==> src/rtl/tdc_pkg.sv <==
// rtl/tdc_pkg.sv - shared widths and types for the TDC thermometer-to-binary path
package tdc_pkg;

  localparam int N_BITS  = 5;
  localparam int THERM_W = 2**N_BITS - 1;

  typedef logic [THERM_W-1:0] therm_t;
  typedef logic [N_BITS-1:0]  bin_t;

endpackage

==> src/rtl/therm_bubble_fix.sv <==
// rtl/therm_bubble_fix.sv - 3-tap majority bubble suppression and non-monotonic flag
module therm_bubble_fix
  import tdc_pkg::*;
(
  input  therm_t therm_i,
  output therm_t fixed_o,
  output logic   bubble_o
);

  // Padded so the first tap sees a virtual 1 below it and the last a virtual 0 above it.
  logic [THERM_W+1:0] ext;

  assign ext = {1'b0, therm_i, 1'b1};

  always_comb begin
    fixed_o = '0;
    for (int i = 0; i < THERM_W; i++) begin
      fixed_o[i] = (ext[i] & ext[i+1]) | (ext[i] & ext[i+2]) | (ext[i+1] & ext[i+2]);
    end
  end

  always_comb begin
    bubble_o = 1'b0;
    for (int i = 1; i < THERM_W; i++) begin
      bubble_o = bubble_o | (therm_i[i] & ~therm_i[i-1]);
    end
  end

endmodule

==> src/rtl/tdc_therm2bin.sv <==
// rtl/tdc_therm2bin.sv - 3-stage thermometer-to-binary encoder with bubble count
module tdc_therm2bin
  import tdc_pkg::*;
#(
  parameter int ERR_CNT_W = 16
) (
  input  logic                 clk,
  input  logic                 rst,
  input  logic                 in_valid,
  output logic                 in_ready,
  input  therm_t               in_therm,
  output logic                 out_valid,
  input  logic                 out_ready,
  output bin_t                 out_bin,
  output logic                 out_bubble,
  input  logic                 cnt_clr,
  output logic [ERR_CNT_W-1:0] bubble_cnt
);

  logic   stall;
  logic   s1_valid_q;
  therm_t s1_therm_q;
  logic   s2_valid_q;
  therm_t s2_therm_q;
  logic   s2_bubble_q;
  logic   s3_valid_q;
  bin_t   s3_bin_q;
  logic   s3_bubble_q;
  therm_t fixed;
  logic   bubble;
  bin_t   bin_d;
  logic [ERR_CNT_W-1:0] cnt_q;
  logic [ERR_CNT_W-1:0] cnt_d;

  // A single global stall freezes every stage, so no skid buffering is needed.
  assign stall    = s3_valid_q & ~out_ready;
  assign in_ready = ~stall;

  therm_bubble_fix u_fix (
    .therm_i  (s1_therm_q),
    .fixed_o  (fixed),
    .bubble_o (bubble)
  );

  always_comb begin
    bin_d = '0;
    for (int i = 0; i < THERM_W; i++) begin
      bin_d = bin_d + bin_t'(s2_therm_q[i]);
    end
  end

  always_ff @(posedge clk) begin
    if (rst) begin
      s1_valid_q  <= 1'b0;
      s1_therm_q  <= '0;
      s2_valid_q  <= 1'b0;
      s2_therm_q  <= '0;
      s2_bubble_q <= 1'b0;
      s3_valid_q  <= 1'b0;
      s3_bin_q    <= '0;
      s3_bubble_q <= 1'b0;
    end else if (!stall) begin
      s1_valid_q  <= in_valid;
      s1_therm_q  <= in_therm;
      s2_valid_q  <= s1_valid_q;
      s2_therm_q  <= fixed;
      s2_bubble_q <= bubble;
      s3_valid_q  <= s2_valid_q;
      s3_bin_q    <= bin_d;
      s3_bubble_q <= s2_bubble_q;
    end
  end

  // Clear wins over a same-cycle increment; the count sticks at all-ones.
  always_comb begin
    cnt_d = cnt_q;
    if (cnt_clr) begin
      cnt_d = '0;
    end else if (s3_valid_q && out_ready && s3_bubble_q && (cnt_q != '1)) begin
      cnt_d = cnt_q + {{(ERR_CNT_W-1){1'b0}}, 1'b1};
    end
  end

  always_ff @(posedge clk) begin
    if (rst) begin
      cnt_q <= '0;
    end else begin
      cnt_q <= cnt_d;
    end
  end

  assign out_valid  = s3_valid_q;
  assign out_bin    = s3_bin_q;
  assign out_bubble = s3_bubble_q;
  assign bubble_cnt = cnt_q;

endmodule
==> config.mk <==
export PLATFORM = sky130hd
export DESIGN_NAME = tdc_therm2bin
export DESIGN_NICKNAME = d
export VERILOG_FILES = /design/src/rtl/tdc_pkg.sv /design/src/rtl/therm_bubble_fix.sv /design/src/rtl/tdc_therm2bin.sv
export SDC_FILE = /design/constraint.sdc
export NUM_CORES = 1
export LEC_CHECK = 0
export CAP_MARGIN = 5
export CORE_AREA = 2 2 100 102
export CTS_CLUSTER_DIAMETER = 150
export DETAILED_ROUTE_END_ITERATION = 10
export DIE_AREA = 0 0 102 104
export PLACE_DENSITY_LB_ADDON = 0.12
export SYNTH_ARGS = -nofsm -noshare
export SYNTH_HDL_FRONTEND = slang
export SYNTH_SLANG_ARGS = --single-unit
==> constraint.sdc <==
create_clock -name clk -period 4.68 [get_ports clk]
set_clock_uncertainty 0.05 [all_clocks]
set_input_delay 0.936 -clock clk [delete_from_list [all_inputs] [get_ports clk]]
set_output_delay 0.936 -clock clk [all_outputs]
set_load 0.01 [all_outputs]
# Word-level counts from Yosys, hierarchy flattened
# Cells that the tools add are included.
[totals] output_inout_bits=24 ff_bits=88 word_cells=256 inputBits=36
[op_classes] n_addsub=31 eq_ne=1 n_reduce_logical=4 n_bitwise=211
[op_table] cell="5-bit by 1-bit adder with 5-bit output" n=26
[op_table] cell="1-bit bitwise AND" n=90
[op_table] cell="1-bit OR" n=89
[op_table] cell="1-bit NOT" n=32
[op_table] cell="16-bit by 1-bit adder with 16-bit output, second input constant" n=1
[op_table] cell="16-bit != test, second input constant" n=1
[op_table] cell="4-bit by 1-bit adder with 5-bit output" n=1
[op_table] cell="3-bit by 1-bit adder with 4-bit output" n=1
[op_table] cell="2-bit by 1-bit adder with 3-bit output" n=1
[op_table] cell="1-bit logical AND" n=3
[op_table] cell="1-bit by 1-bit adder with 2-bit output" n=1
[op_table] cell="2-bit OR reduction" n=1

# Depth between registers and ports, before layout
[depth] ltp_word=31 ltp_mapped=16 ltp_nobuf=16

# Cells and area by module
# From an unflattened synthesis, not the netlist that was laid out.
[unflattened] hier_cells=575 area_unflattened_um2=4538.1
[by_module_without_submodules] module="tdc_therm2bin" seq_area_each_um2=1761.7 cells_per_inst=494 instances=1 area_per_inst_um2=4050.1
[by_module_without_submodules] module="therm_bubble_fix" seq_area_each_um2=0.0 cells_per_inst=81 instances=1 area_per_inst_um2=488.0

# Least setup slack after synthesis
# Ideal clock, no wire load.
[synth_timing] path_kind="reg2reg" start="register s2_therm_q[17]" end="register s3_bin_q[4], in the netlist out_bin[4]" required_ps=4508 synth_period_minus_slack_ps=4866 path_stages_with_launch=17 setup_time_ps=122 t_arrival_ps=4694 n_path_buf=0 setup_slack_ps=-186 path_cell_list="dfxtp_1 fa_1 inv_1 fa_1 inv_1 fa_1 inv_1 fa_1 fa_1 fa_1 inv_1 fa_1 fa_1 a21o_1 a21oi_1 xor2_1 o21ai_0"
[synth_between] elab_chain_len=14
[synth_rtl] item="start, declared" line_no="tdc_therm2bin.sv:24" rtl="therm_t s2_therm_q;"
[synth_rtl] item="start signal, assigned" line_no="tdc_therm2bin.sv:66" rtl="s2_therm_q <= fixed;"
[synth_rtl] item="5-bit by 1-bit adder with 5-bit output (14 in a row)" line_no="tdc_therm2bin.sv:48" rtl="bin_d = bin_d + bin_t'(s2_therm_q[i]);"
[synth_rtl] item="end signal, assigned" line_no="tdc_therm2bin.sv:69" rtl="s3_bin_q <= bin_d;"
[synth_rtl] item="end, declared" line_no="tdc_therm2bin.sv:27" rtl="bin_t s3_bin_q;"
# Every way passes these cells.
# A chain may end at the register's enable or synchronous reset.

# Final worst setup path
# Same ends and word-level chain as after synthesis.

==> impl_metrics.json <==
{
  "hold_path_class": "reg -> reg",
  "antenna_found_initial": 0,
  "drtIter0Drc": 210,
  "place_congestion": 0.879,
  "ff2ff_path_depth": 16,
  "drt_wl_total_um": 10400,
  "overflow": 0,
  "p_leak_nw": 2.06,
  "ios": 60,
  "firstDrtPassIters": 7,
  "status": "finished, violations left",
  "grt_pass1_wl_um": 17400,
  "rsz0062_at_grt": "yes",
  "clkSlewWorstSetupHoldPaths_ns": 0.09,
  "grt_pass1_vias": 3534,
  "htreeDepth": 3,
  "rows": 36,
  "totalNegativeSetupSlack_ns": -0.355,
  "wl_per_cell_um": 14.1,
  "synth.net_count": 616,
  "insertedDiodeCount": 0,
  "max_cap_viol_count": 0,
  "cts_tree": "yes",
  "r2r-end": "out_bin[4]$_SDFFE_PP0N_",
  "clock_latency_ns": 0.35,
  "p_int_w": 0.00125,
  "p_clk_frac": 0.284,
  "final_nets": 664,
  "hold_violations": 0,
  "hold_end": "s2_valid_q$_SDFFE_PP0N_",
  "die_x_um": 102,
  "core_area_um2": 9550,
  "setup_viol": 2,
  "die-height_um": 104,
  "async_reset_ff_frac": 0,
  "cts_sinks": 88,
  "io_buffers": 59,
  "regArea_um2": 1760,
  "nFillCells": 933,
  "crit_path_end_kind": "register",
  "critical_path_class": "reg -> reg",
  "worstPathArrival_ns": 5.06,
  "maxSlewHeadroom": 0.363,
  "min_from": "s2_valid_q$_SDFFE_PP0N_",
  "synth-seq-cells": 88,
  "cp_max_fo": 2,
  "p_per_area_nw_per_um2": 330,
  "fin_crit_sh": 1.04,
  "initial_core_util": 0.469,
  "vias": 3922,
  "p_switching_w": 0.000529,
  "violations": "setup timing",
  "yosysSeqAreaShare": 0.393,
  "clk_path_buf_depth": 2,
  "ant_nets": 0,
  "power_frac_comb": 0.247,
  "post-route-min-period_ns": 4.88,
  "timing.fmax_mhz": 205,
  "multi_input_area_um2": 2480,
  "crit_path_start_kind": "register",
  "drive_gt1_frac": 0.0598,
  "r2r_start": "s2_therm_q[17]$_SDFFE_PP0N_",
  "syn_avg_cell_area_um2": 8.16,
  "r2r_setup_slack_ns": -0.20,
  "post-route-drc-count": 0,
  "setup_slack_ns": -0.203,
  "area_growth_pct": 20.3,
  "netlist_area_um2": 4480,
  "whs_path_depth": 2,
  "ctsRootBufferMaster": "clkbuf_8",
  "slew_violations": 0,
  "postCtsHoldBufs": 0,
  "seqPwrFrac": 0.469,
  "switching_share": 0.297,
  "vias_per_cell": 5.34,
  "hpwl_um": 7380,
  "tightest_slew_ns": 0.953,
  "ir_worst_vdd_uv": 176,
  "grt_max_degree": 77,
  "synth_cells": 549,
  "total_power_w": 0.00178,
  "synthDistinctLibCells": 41,
  "synth_ff_type": "dfxtp_1",
  "synth_edf_count": 0,
  "crit_required_ns": 4.86,
  "synth_warnings": 0,
  "die_area_um2": 10600,
  "cts_inserted_buffers": 9,
  "track_usage": 0.206
}
-- per-layer routing --
layer	GRT usage	up-vias	wire length (um)
met2	0.293	107	4530
met5	0	-	0
met4	0.0400	0	90
met3	0.0444	8	509
met1	0.321	1820	5240
li1	-	1987	-
-- cells by family (layout without fill, tap and decap cells) --
logic type | Yosys count | in the layout | share of synthesized area
simple gates | 202 | 202 | 0.200
compound gates | 148 | 148 | 0.199
mux | 8 | 8 | 0.0179
fa+ha+maj | 31 | 31 | 0.125
buf+inv | 69 | 122 | 0.0586
flops | 88 | 88 | 0.393
xor+xnor | 3 | 3 | 0.00587
-- through the flow --
| step | setup WS, ns | area (um2) | std cells | util | hold slack, ns |
|---|---|---|---|---|---|
| after floorplan | -0.0449 | 4490 | 549 | - | 0.382 |
| after global placement | -0.115 | 5180 | 718 | 0.543 | 0.393 |
| after detailed placement | -0.258 | 5180 | 718 | 0.543 | 0.404 |
| after CTS | -0.224 | 5390 | 735 | 0.564 | 0.415 |
| after global routing | -0.382 | 5390 | 735 | 0.564 | 0.432 |
| final | -0.203 | 5390 | 735 | 0.564 | 0.412 |
-- flip-flops by register name, summed over array words and instances (netlist names), 5 cells and up --
register and flops:
bubble_cnt 16, s1_therm_q 31, out_bin 5, s2_therm_q 31
-- cell usage after synthesis (all sizes together), types with 5 or more instances --
cell,instances,area share
a311oi,7,0.014
dfxtp,88,0.39
a21oi,64,0.071
o21ai,35,0.039
ha,8,0.022
clkbuf,24,0.020
nor3,8,0.0089
nand2,102,0.085
nand4,6,0.0098
a211oi,15,0.025
buf,5,0.0050
a221oi,12,0.023
inv,40,0.034
and2,9,0.013
fa,23,0.10
nand3,7,0.0078
nor2,44,0.037
or3,7,0.0098
mux2i,8,0.018
nor4,5,0.0070
-- final cells by class --
cell class | instances | share of cell area
flip-flops and latches | 88 | 0.327
clock buffers | 12 | 0.0306
well taps | 133 | 0.0309
multi-input cells | 392 | 0.459
clock inverters | 4 | 0.00511
repair buffers | 66 | 0.119
inverters | 40 | 0.0279
-- power groups by stage --
stage / sequential [W] / clock [W] / combinational (W)
after CTS: 0.000834 / 0.000520 / 0.000442
after global placement: 0.000850 / 0 / 0.000409
after detailed placement: 0.000851 / 0 / 0.000429
after global routing: 0.000841 / 0.000553 / 0.000509
after floorplan: 0.000846 / 0 / 0.000295
final: 0.000833 / 0.000505 / 0.000439
-- cells in the final DEF (no fill, tap or decap), types with 7 or more instances in the layout --
master           instances
a211oi_1                15
a21oi_1                 62
a221oi_1                12
a311oi_1                 7
and2_1                   9
clkbuf_8                12
clkdlybuf4s50_1         58
dfxtp_1                 87
fa_1                    21
ha_1                     8
inv_1                   38
mux2i_1                  8
nand2_1                102
nand3_1                  7
nor2_1                  44
nor3_1                   8
o21ai_0                 31
or3_1                    7
-- critical path: stages, from the launching register on --
cell     delay [ns]
dfxtp_2        0.34
fa_1           0.55
inv_2          0.04
fa_1           0.49
inv_1          0.04
fa_1           0.47
inv_1          0.05
fa_1           0.49
fa_1           0.43
fa_1           0.49
inv_1          0.05
fa_2           0.35
fa_2           0.34
a21o_1         0.17
a21oi_2        0.14
xor2_1         0.18
o21ai_1        0.09
-- what timing repair did --
action                     CTS  global route
gates resized for setup      3             3
pin swaps                    2             4
setup endpoints to repair    2             4
buffers inserted             1             0
-- worst max-delay path by stage --
stage | from | end | cells past startpoint
6_report | s2_therm_q[17]$_SDFFE_PP0N_ | out_bin[4]$_SDFFE_PP0N_ | 16
5_1_grt | s2_therm_q[17]$_SDFFE_PP0N_ | out_bin[4]$_SDFFE_PP0N_ | 16
4_1_cts | s2_therm_q[17]$_SDFFE_PP0N_ | out_bin[4]$_SDFFE_PP0N_ | 16
3_5_place_dp | s2_therm_q[17]$_SDFFE_PP0N_ | out_bin[4]$_SDFFE_PP0N_ | 16
3_3_place_gp | s2_therm_q[17]$_SDFFE_PP0N_ | out_bin[4]$_SDFFE_PP0N_ | 16
2_1_floorplan | s2_therm_q[17]$_SDFFE_PP0N_ | out_bin[4]$_SDFFE_PP0N_ | 16
Power figures use the tool's default switching activity.
